<file path="config.mk">
export PLATFORM = sky130hd
export DESIGN_NAME = game_display
export DESIGN_NICKNAME = d
export VERILOG_FILES = /design/src/rtl/game_display.sv
export SDC_FILE = /design/constraint.sdc
export NUM_CORES = 1
export LEC_CHECK = 0
export CAP_MARGIN = 15
export CORE_ASPECT_RATIO = 1.4
export CORE_MARGIN = 2
export CORE_UTILIZATION = 51
export CTS_BUF_LIST = sky130_fd_sc_hd__clkbuf_2 sky130_fd_sc_hd__clkbuf_4 sky130_fd_sc_hd__clkbuf_8
export CTS_CLUSTER_DIAMETER = 80
export DETAILED_ROUTE_END_ITERATION = 10
export GPL_ROUTABILITY_DRIVEN = 1
export PLACE_DENSITY = 0.91
export SKIP_LAST_GASP = 1
export SYNTH_ARGS = -nofsm -noshare
export SYNTH_HDL_FRONTEND = slang
export SYNTH_SLANG_ARGS = --single-unit
export TNS_END_PERCENT = 10
</file>
<file path="constraint.sdc">
create_clock -name clk -period 2.49 [get_ports clk]
set_input_delay 0.498 -clock clk [delete_from_list [all_inputs] [get_ports clk]]
set_output_delay 0.498 -clock clk [all_outputs]
set_load 0.1 [all_outputs]
</file>
<file path="src/rtl/game_display.sv">
// Dice game status display: 7-segment glyphs for die/state/score/turns plus status LEDs.
// Latency: every output is registered, so an input change shows one clk cycle later.
// Backpressure: none; this is a pure sink of level inputs and drives displays continuously.
//
// Ports:
//   clk, rst          : clock and synchronous active-high reset
//   num[2:0]          : die value (1..6; 0 and 7 show a dash)
//   score[3:0]        : player score, shown as two decimal digits on HEX3:HEX2
//   turns[3:0]        : turns taken, shown as two decimal digits on HEX5:HEX4
//   state[1:0]        : 0 START, 1 ROLL, 2 CHOOSE, 3 END (letter on HEX1)
//   won               : win flag, only looked at in END
//   HEX0..HEX5[7:0]   : active-low segments {dp,g,f,e,d,c,b,a}, dp always off
//   LEDR[9:0]         : active-high status LEDs
// Optional feature: define GAME_DISPLAY_ANIM_EN to get a rotating chaser on LEDR
// when the game ends in a win; without it the win shows all LEDs lit steadily.
module game_display #(
  parameter int TICK_DIV  = 25000000,
  parameter int ANIM_STEP = 12500000
) (
  input  logic       clk,
  input  logic       rst,
  input  logic [2:0] num,
  input  logic [3:0] score,
  input  logic [3:0] turns,
  input  logic [1:0] state,
  input  logic       won,
  output logic [7:0] HEX0,
  output logic [7:0] HEX1,
  output logic [7:0] HEX2,
  output logic [7:0] HEX3,
  output logic [7:0] HEX4,
  output logic [7:0] HEX5,
  output logic [9:0] LEDR
);

  localparam logic [1:0] ST_START  = 2'd0;
  localparam logic [1:0] ST_CHOOSE = 2'd2;
  localparam logic [1:0] ST_END    = 2'd3;
  localparam logic [7:0] GL_BLANK  = 8'hFF;
  localparam logic [7:0] GL_DASH   = 8'hBF;
  localparam int         TW        = (TICK_DIV > 2) ? $clog2(TICK_DIV) : 1;

  function automatic logic [7:0] f_glyph(input logic [3:0] d);
    case (d)
      4'd0:    f_glyph = 8'hC0;
      4'd1:    f_glyph = 8'hF9;
      4'd2:    f_glyph = 8'hA4;
      4'd3:    f_glyph = 8'hB0;
      4'd4:    f_glyph = 8'h99;
      4'd5:    f_glyph = 8'h92;
      4'd6:    f_glyph = 8'h82;
      4'd7:    f_glyph = 8'hF8;
      4'd8:    f_glyph = 8'h80;
      4'd9:    f_glyph = 8'h90;
      default: f_glyph = GL_BLANK;
    endcase
  endfunction

  logic [1:0]    r_prev_state;
  logic [TW-1:0] r_tick;
  logic          r_vis;
  logic [7:0]    r_hex0, r_hex1, r_hex2, r_hex3, r_hex4, r_hex5;
  logic [9:0]    r_ledr;

  logic          w_state_chg;
  logic [TW-1:0] w_tick_nxt;
  logic          w_vis_nxt;
  logic [7:0]    w_hex0, w_hex1, w_hex2, w_hex3, w_hex4, w_hex5;
  logic [9:0]    w_ledr;
  logic [9:0]    w_win_led;

  // Blink timebase. Outputs use the phase being loaded this cycle, so the
  // state-change cycle itself is the first of TICK_DIV visible cycles.
  always_comb begin
    w_state_chg = (state != r_prev_state);
    w_tick_nxt  = r_tick + 1'b1;
    w_vis_nxt   = r_vis;
    if (w_state_chg) begin
      w_tick_nxt = '0;
      w_vis_nxt  = 1'b1;
    end else if (r_tick == TW'(TICK_DIV - 1)) begin
      w_tick_nxt = '0;
      w_vis_nxt  = ~r_vis;
    end
  end

`ifdef GAME_DISPLAY_ANIM_EN
  localparam int SW = (ANIM_STEP > 2) ? $clog2(ANIM_STEP) : 1;

  logic [SW-1:0] r_step;
  logic [9:0]    r_pos;
  logic          r_prev_won;
  logic [SW-1:0] w_step_nxt;
  logic [9:0]    w_pos_nxt;

  // Chaser restarts on entering END or on a fresh win inside END, and sits
  // at its reset position whenever the game is not in END.
  always_comb begin
    w_step_nxt = r_step + 1'b1;
    w_pos_nxt  = r_pos;
    if (state != ST_END ||
        r_prev_state != ST_END || (won && !r_prev_won)) begin
      w_step_nxt = '0;
      w_pos_nxt  = 10'd1;
    end else if (r_step == SW'(ANIM_STEP - 1)) begin
      w_step_nxt = '0;
      w_pos_nxt  = {r_pos[8:0], r_pos[9]};
    end
  end

  always_ff @(posedge clk) begin
    if (rst) begin
      r_step     <= '0;
      r_pos      <= 10'd1;
      r_prev_won <= 1'b0;
    end else begin
      r_step     <= w_step_nxt;
      r_pos      <= w_pos_nxt;
      r_prev_won <= won;
    end
  end

  assign w_win_led = w_pos_nxt;
`else
  assign w_win_led = 10'h3FF;
`endif

  always_comb begin
    w_hex0 = (num == 3'd0 || num == 3'd7) ? GL_DASH : f_glyph({1'b0, num});
    if (state == ST_CHOOSE && !w_vis_nxt) w_hex0 = GL_BLANK;
    case (state)
      2'd0:    w_hex1 = 8'h8C;
      2'd1:    w_hex1 = 8'hAF;
      2'd2:    w_hex1 = 8'hC6;
      default: w_hex1 = 8'h86;
    endcase
    // Inputs top out at 15, so the tens digit is either blank or '1'.
    w_hex2 = f_glyph((score >= 4'd10) ? score - 4'd10 : score);
    w_hex3 = (score >= 4'd10) ? f_glyph(4'd1) : GL_BLANK;
    w_hex4 = f_glyph((turns >= 4'd10) ? turns - 4'd10 : turns);
    w_hex5 = (turns >= 4'd10) ? f_glyph(4'd1) : GL_BLANK;
    if (state != ST_END)  w_ledr = 10'd1 << state;
    else if (!won)        w_ledr = w_vis_nxt ? 10'h3FF : 10'h000;
    else                  w_ledr = w_win_led;
  end

  always_ff @(posedge clk) begin
    if (rst) begin
      r_prev_state <= ST_START;
      r_tick       <= '0;
      r_vis        <= 1'b1;
      r_hex0       <= GL_BLANK;
      r_hex1       <= GL_BLANK;
      r_hex2       <= GL_BLANK;
      r_hex3       <= GL_BLANK;
      r_hex4       <= GL_BLANK;
      r_hex5       <= GL_BLANK;
      r_ledr       <= '0;
    end else begin
      r_prev_state <= state;
      r_tick       <= w_tick_nxt;
      r_vis        <= w_vis_nxt;
      r_hex0       <= w_hex0;
      r_hex1       <= w_hex1;
      r_hex2       <= w_hex2;
      r_hex3       <= w_hex3;
      r_hex4       <= w_hex4;
      r_hex5       <= w_hex5;
      r_ledr       <= w_ledr;
    end
  end

  assign HEX0 = r_hex0;
  assign HEX1 = r_hex1;
  assign HEX2 = r_hex2;
  assign HEX3 = r_hex3;
  assign HEX4 = r_hex4;
  assign HEX5 = r_hex5;
  assign LEDR = r_ledr;

endmodule

</file>
-- Yosys cells after proc, flatten, opt, wreduce, memory -nomap -nowiden
Memories as Yosys holds them, arrays and structs flattened. A register that Yosys moved wholly into a read port is not among the register bits.
Cells that the tools add are included.
- memory bits (read-only): 280
- word-level logic and storage cells: 46
- output and inout bits: 58
- memories: 3
- bits of input ports: 16
- flip-flop bits (word level): 86
- memory list (memory ; depth ; width ; rd ports ; clocked after Yosys merged registers in ; wr ports ; RTL line ; source):
    (no name shown) ; 16 ; 7 ; 1 ; 1 ; 0 ; 44 ; case (d)
    (no name shown) ; 16 ; 7 ; 1 ; 1 ; 0 ; 44 ;
    (no name shown) ; 8 ; 7 ; 1 ; 0 ; 0 ; 44 ;
- $add $sub $neg: 3
- reduce and logical (&&, ||, !) cells: 8
- bitwise gates (word level): 1
- shift operators: 1
- equal/unequal tests: 6
- $lt $le $gt $ge: 2
- muxes and demuxes: 11
- operators by type and width (operator ; number):
    $mux 10 ; 3
    $add 25x1->25 const B ; 1
    $eq 25x25->1 const B ; 1
    $pmux 7 s3 ; 1
    $shl 1x2->10 const A ; 1
    $ge 4x4->1 const B ; 2
    $mux 4 ; 2
    $sub 4x4->4 const B ; 2
    $mux 7 ; 1
    $mux 3 ; 2
    $reduce_or 3->1 ; 2
    $eq 3x3->1 const B ; 1
    $logic_not 3->1 ; 1
    $eq 2x1->1 const B ; 1
    $eq 2x2->1 const B ; 1
    $logic_not 2->1 ; 1
    $mux 1 ; 2
    $ne 2x2->1 ; 1
    $ne 2x2->1 const B ; 1
    $reduce_or 2->1 ; 1
    $logic_and 1x1->1 ; 1
    $logic_not 1->1 ; 1
    $logic_or 1x1->1 ; 1
    $not 1->1 ; 1

-- Logic depth before layout (Yosys ltp)
- word-level depth: 6
- mapped depth: 7
- depth with buffers taken out: 7

-- Worst setup path after synthesis
Ideal clock, no wire load.
- path kind: register -> output
- start point: reg, netlist name LEDR[8]
- end point: out LEDR[5]
- buffers on the path: 1
- stages on the path, launching flop included: 2
- setup slack: 0.564 ns
- required time: 1.992 ns
- arrival: 1.428 ns
- cell sequence: dfxtp_1 -> buf_4
- RTL lines (what ; RTL line ; source):
    end: declaration ; 33 ; output logic [9:0] LEDR

-- Worst setup path after layout
- start point: in score[1]
- end point: reg r_hex2[3] (netlist: HEX2[3])
- word-level cells in the longest chain between the ends: 2
- elaborated cells between the ends (all ways): 3
- those cells by class: add/sub: 1; order compare: 1; mux: 1
- ends and longest elaborated chain (what ; RTL line ; source):
    start: declaration ; 23 ; input logic [3:0] score,
    $sub 4x4->4 / $ge 4x4->1 (equally long branches) ; 138 ; w_hex2 = f_glyph((score >= 4'd10) ? score - 4'd10 : score);
    $mux 4 * ; 138 ;
    end: declaration ; 62 ; logic [7:0] r_hex0, r_hex1, r_hex2, r_hex3, r_hex4, r_hex5;
Mark *: on every way between the ends. The rest lies on a longest branch, timed or not.
A chain may end at the register's enable or synchronous reset.

==> impl_metrics.py <==
metrics = {
    "die": {
        "initial_core_util": 0.533,
        "coreArea_um2": 5530,
        "die_area_um2": 6400,
        "pin_count": 74,
        "dieHeight_um": 93.9,
        "die-width_um": 68.2,
        "rows": 32,
    },
    "critical_path": {
        "required_ps": 2720,
        "critPathMaxStageDelay_ps": 540,
        "reg2reg_from": "r_tick[0]$_SDFF_PP0_",
        "crit_family": "buffers and inverters",
        "slowest_stage": "clkdlybuf4s50_1",
        "critPathBufInv": 3,
        "setup.worst_path.class": "in2reg",
        "crit_start": "score[1]",
        "critPathArrivalTime_ps": 2280,
        "crit_path_max_fanout": 6,
        "cp-start-kind": "primary input",
        "end_kind": "flop",
        "cp_cell_sequence": "clkdlybuf4s50_1 -> inv_1 -> ha_1 -> a31oi_1 -> buf_4 -> a21oi_1 -> o31ai_1 -> a21o_1",
    },
    "flow_run": {
        "cap_violations": 0,
    },
    "cells_and_area": {
        "nNetsFinal": 423,
        "area_growth_pct": 20.5,
        "final_cells": 460,
        "final_common_cell": "dfxtp_1",
        "final_cell_mix": "dfxtp_1 (61), buf_4 (48), nor2_1 (46)",
        "drive_gt1_frac": 0.179,
        "diodes": 0,
    },
    "route": {
        "routedWlPerCell_um": 13.1,
        "viasPerCell": 5.27,
        "finalWirelength_mm": 6.04,
        "first_iter_violations": 80,
        "vias": 2423,
        "drt-pass1-iter-count": 4,
        "drc": 0,
        "postRouteAntennaNets": 0,
    },
    "synth": {
        "syn_area_um2": 2940,
        "postSynth.asyncResetShare": 0,
        "yosysWarnings": 0,
        "synth_top_family_by_area": "simple AND/OR/NAND/NOR gates",
        "synth_xor_xnor_area_share": 0.0774,
        "avgSynthCellArea_um2": 8.92,
        "synth_flop_cell": "dfxtp_1",
        "synth_compound_area_frac": 0.107,
        "ys_seq_elements": 61,
        "synth_edf_count": 0,
        "syn_inst": 330,
        "muxShareOfSynthArea": 0.00723,
        "synth_fa_ha_area_frac": 0.0808,
        "ys_seq_area_frac": 0.415,
        "synth_cell_type_count": 42,
        "yosys.area_share.simple": 0.214,
    },
    "global_route": {
        "grt_start_max_net_pins": 26,
        "grt_use_total": 0.205,
        "overflow": 0,
        "antenna_found_initial": 0,
        "grt_pass1_wl_mm": 9.92,
        "grt_pass1_vias": 2322,
    },
    "timing": {
        "min_period_ps": 2050,
        "finalHoldViolCount": 0,
        "skew_ps": 11.1,
        "holdWs_ps": 505,
        "worst_pin_slew_ps": 565,
        "timing.fmax_mhz": 487,
        "period_share": 0.824,
        "setup_violations": 0,
        "grt_setup_unrepaired": "no",
        "maxSlewViolCount": 0,
        "worst_slack_ps": 437,
        "slew-limit-headroom": 0.620,
        "finalSetupTns_ps": 0,
    },
    "placed_design": {
        "place_hpwl_mm": 4.51,
        "post-place-cells": 445,
        "port_buffers": 56,
        "place_ws_ps": 125,
        "gp_congestion": 0.820,
    },
    "clock_network": {
        "insertion_delay_ps": 330,
        "cts_resized": 0,
        "cts.path.max_buffers": 2,
        "tritoncts": "done",
        "post_cts_buffers": 0,
        "cts_max_level": 3,
        "cts_buffers": 9,
        "cts_sinks": 61,
        "hold_buffers": 0,
        "root_buffer": "clkbuf_8",
        "path_clk_slew_ps": 60,
    },
    "hold_path": {
        "hp-class": "reg2reg",
        "min-delay-start": "r_tick[0]$_SDFF_PP0_",
    },
    "power_and_ir_drop": {
        "powerDensity_nw_per_um2": 712,
        "ir_worst_vdd_mv": 0.442,
        "leakagePower_nw": 1.57,
    },
    "run_status": {
        "status": "complete, no violations",
    },
}
-- metal layers --
metal / GRT usage / vias to the layer above / wire (µm)
li1: - / 1191 / -
met1: 0.217 / 1139 / 2310
met2: 0.347 / 79 / 3190
met3: 0.0779 / 14 / 412
met4: 0.102 / 0 / 133
met5: 0 / - / 0
-- synthesized netlist by cell type, types with 2 or more instances --
master	count	area, µm²
or2_2	2	12.5
o21ai_0	9	45.0
nand4_1	6	37.5
nand3_1	19	95.1
or3_1	2	12.5
nor3_1	5	25.0
a21oi_1	13	65.1
and4_1	2	17.5
nor4_4	2	42.5
nor2b_1	2	12.5
dfxtp_1	61	1220
o21a_1	2	15.0
nand3b_1	2	15.0
a21o_1	9	67.6
clkbuf_1	4	15.0
xnor2_1	7	61.3
a211oi_1	3	22.5
ha_1	19	238
o31ai_1	4	30.0
nand2_1	20	75.1
and3_1	6	37.5
nor2_1	46	173
buf_4	27	203
inv_1	17	63.8
nor3b_1	2	15.0
xor2_1	19	166
and2_1	2	12.5
o211ai_1	4	30.0
-- registers in the layout (all words and copies together), names as in the netlist --
register and count:
r_tick 25, HEX3 1, HEX4 7, HEX2 7, HEX1 5, r_prev_state 2
r_vis 1, HEX5 1, LEDR 5, HEX0 7
-- layout make-up --
cell class,count,area (µm²)
multi-input cells,236,1500
repair buffers,63,510
clock buffers,13,160
fillers,475,1980
well taps,68,85.1
inverters,17,63.8
flip-flops and latches,61,1220
clock inverters,2,10.0
-- power by group --
part | switching (mW) | total, mW | internal (mW)
logic | 0.585 | 0.729 | 0.144
clock network | 0.347 | 0.760 | 0.413
registers | 0.0166 | 1.04 | 1.02
total | 0.948 | 2.53 | 1.58
-- logic make-up after synthesis --
kind of cell | count (synthesis)
other | 1
adder cells (fa/ha/maj) | 19
AND/OR/NAND/NOR | 123
multiplexers | 2
buffers and inverters | 49
XOR/XNOR | 26
AO/OA/AOI/OAI | 49
flip-flops | 61
-- worst register-to-register path, delay by kind of cell (launching register included) --
family | cells | cell delay, ps
adders and majority gates | 1 | 280
DFF | 1 | 410
buffers and inverters | 1 | 180
and+or+nand+nor | 2 | 450
AOI/OAI and AO/OA | 1 | 140
muxes | 1 | 260
-- through the flow --
step | instance area [µm²] | utilization | power, mW
after floorplan | 3000 | - | 1.66
after global placement | 3380 | 0.611 | 1.77
after detailed placement | 3380 | 0.611 | 1.79
after CTS | 3550 | 0.642 | 2.54
after global routing | 3550 | 0.642 | 2.62
final | 3550 | 0.642 | 2.53
-- path summary, 6_finish.rpt --
path                                        endpoint  slack (ps)  depth (start not counted)
worst max-delay path              HEX2[3]$_SDFF_PP1_         440                          8
worst min-delay path            r_tick[0]$_SDFF_PP0_         500                          1
worst max register to register    HEX0[6]$_SDFF_PP1_         620                          6
worst min register to register  r_tick[0]$_SDFF_PP0_         500                          1
No activity file was read; power rests on OpenSTA's default activity.
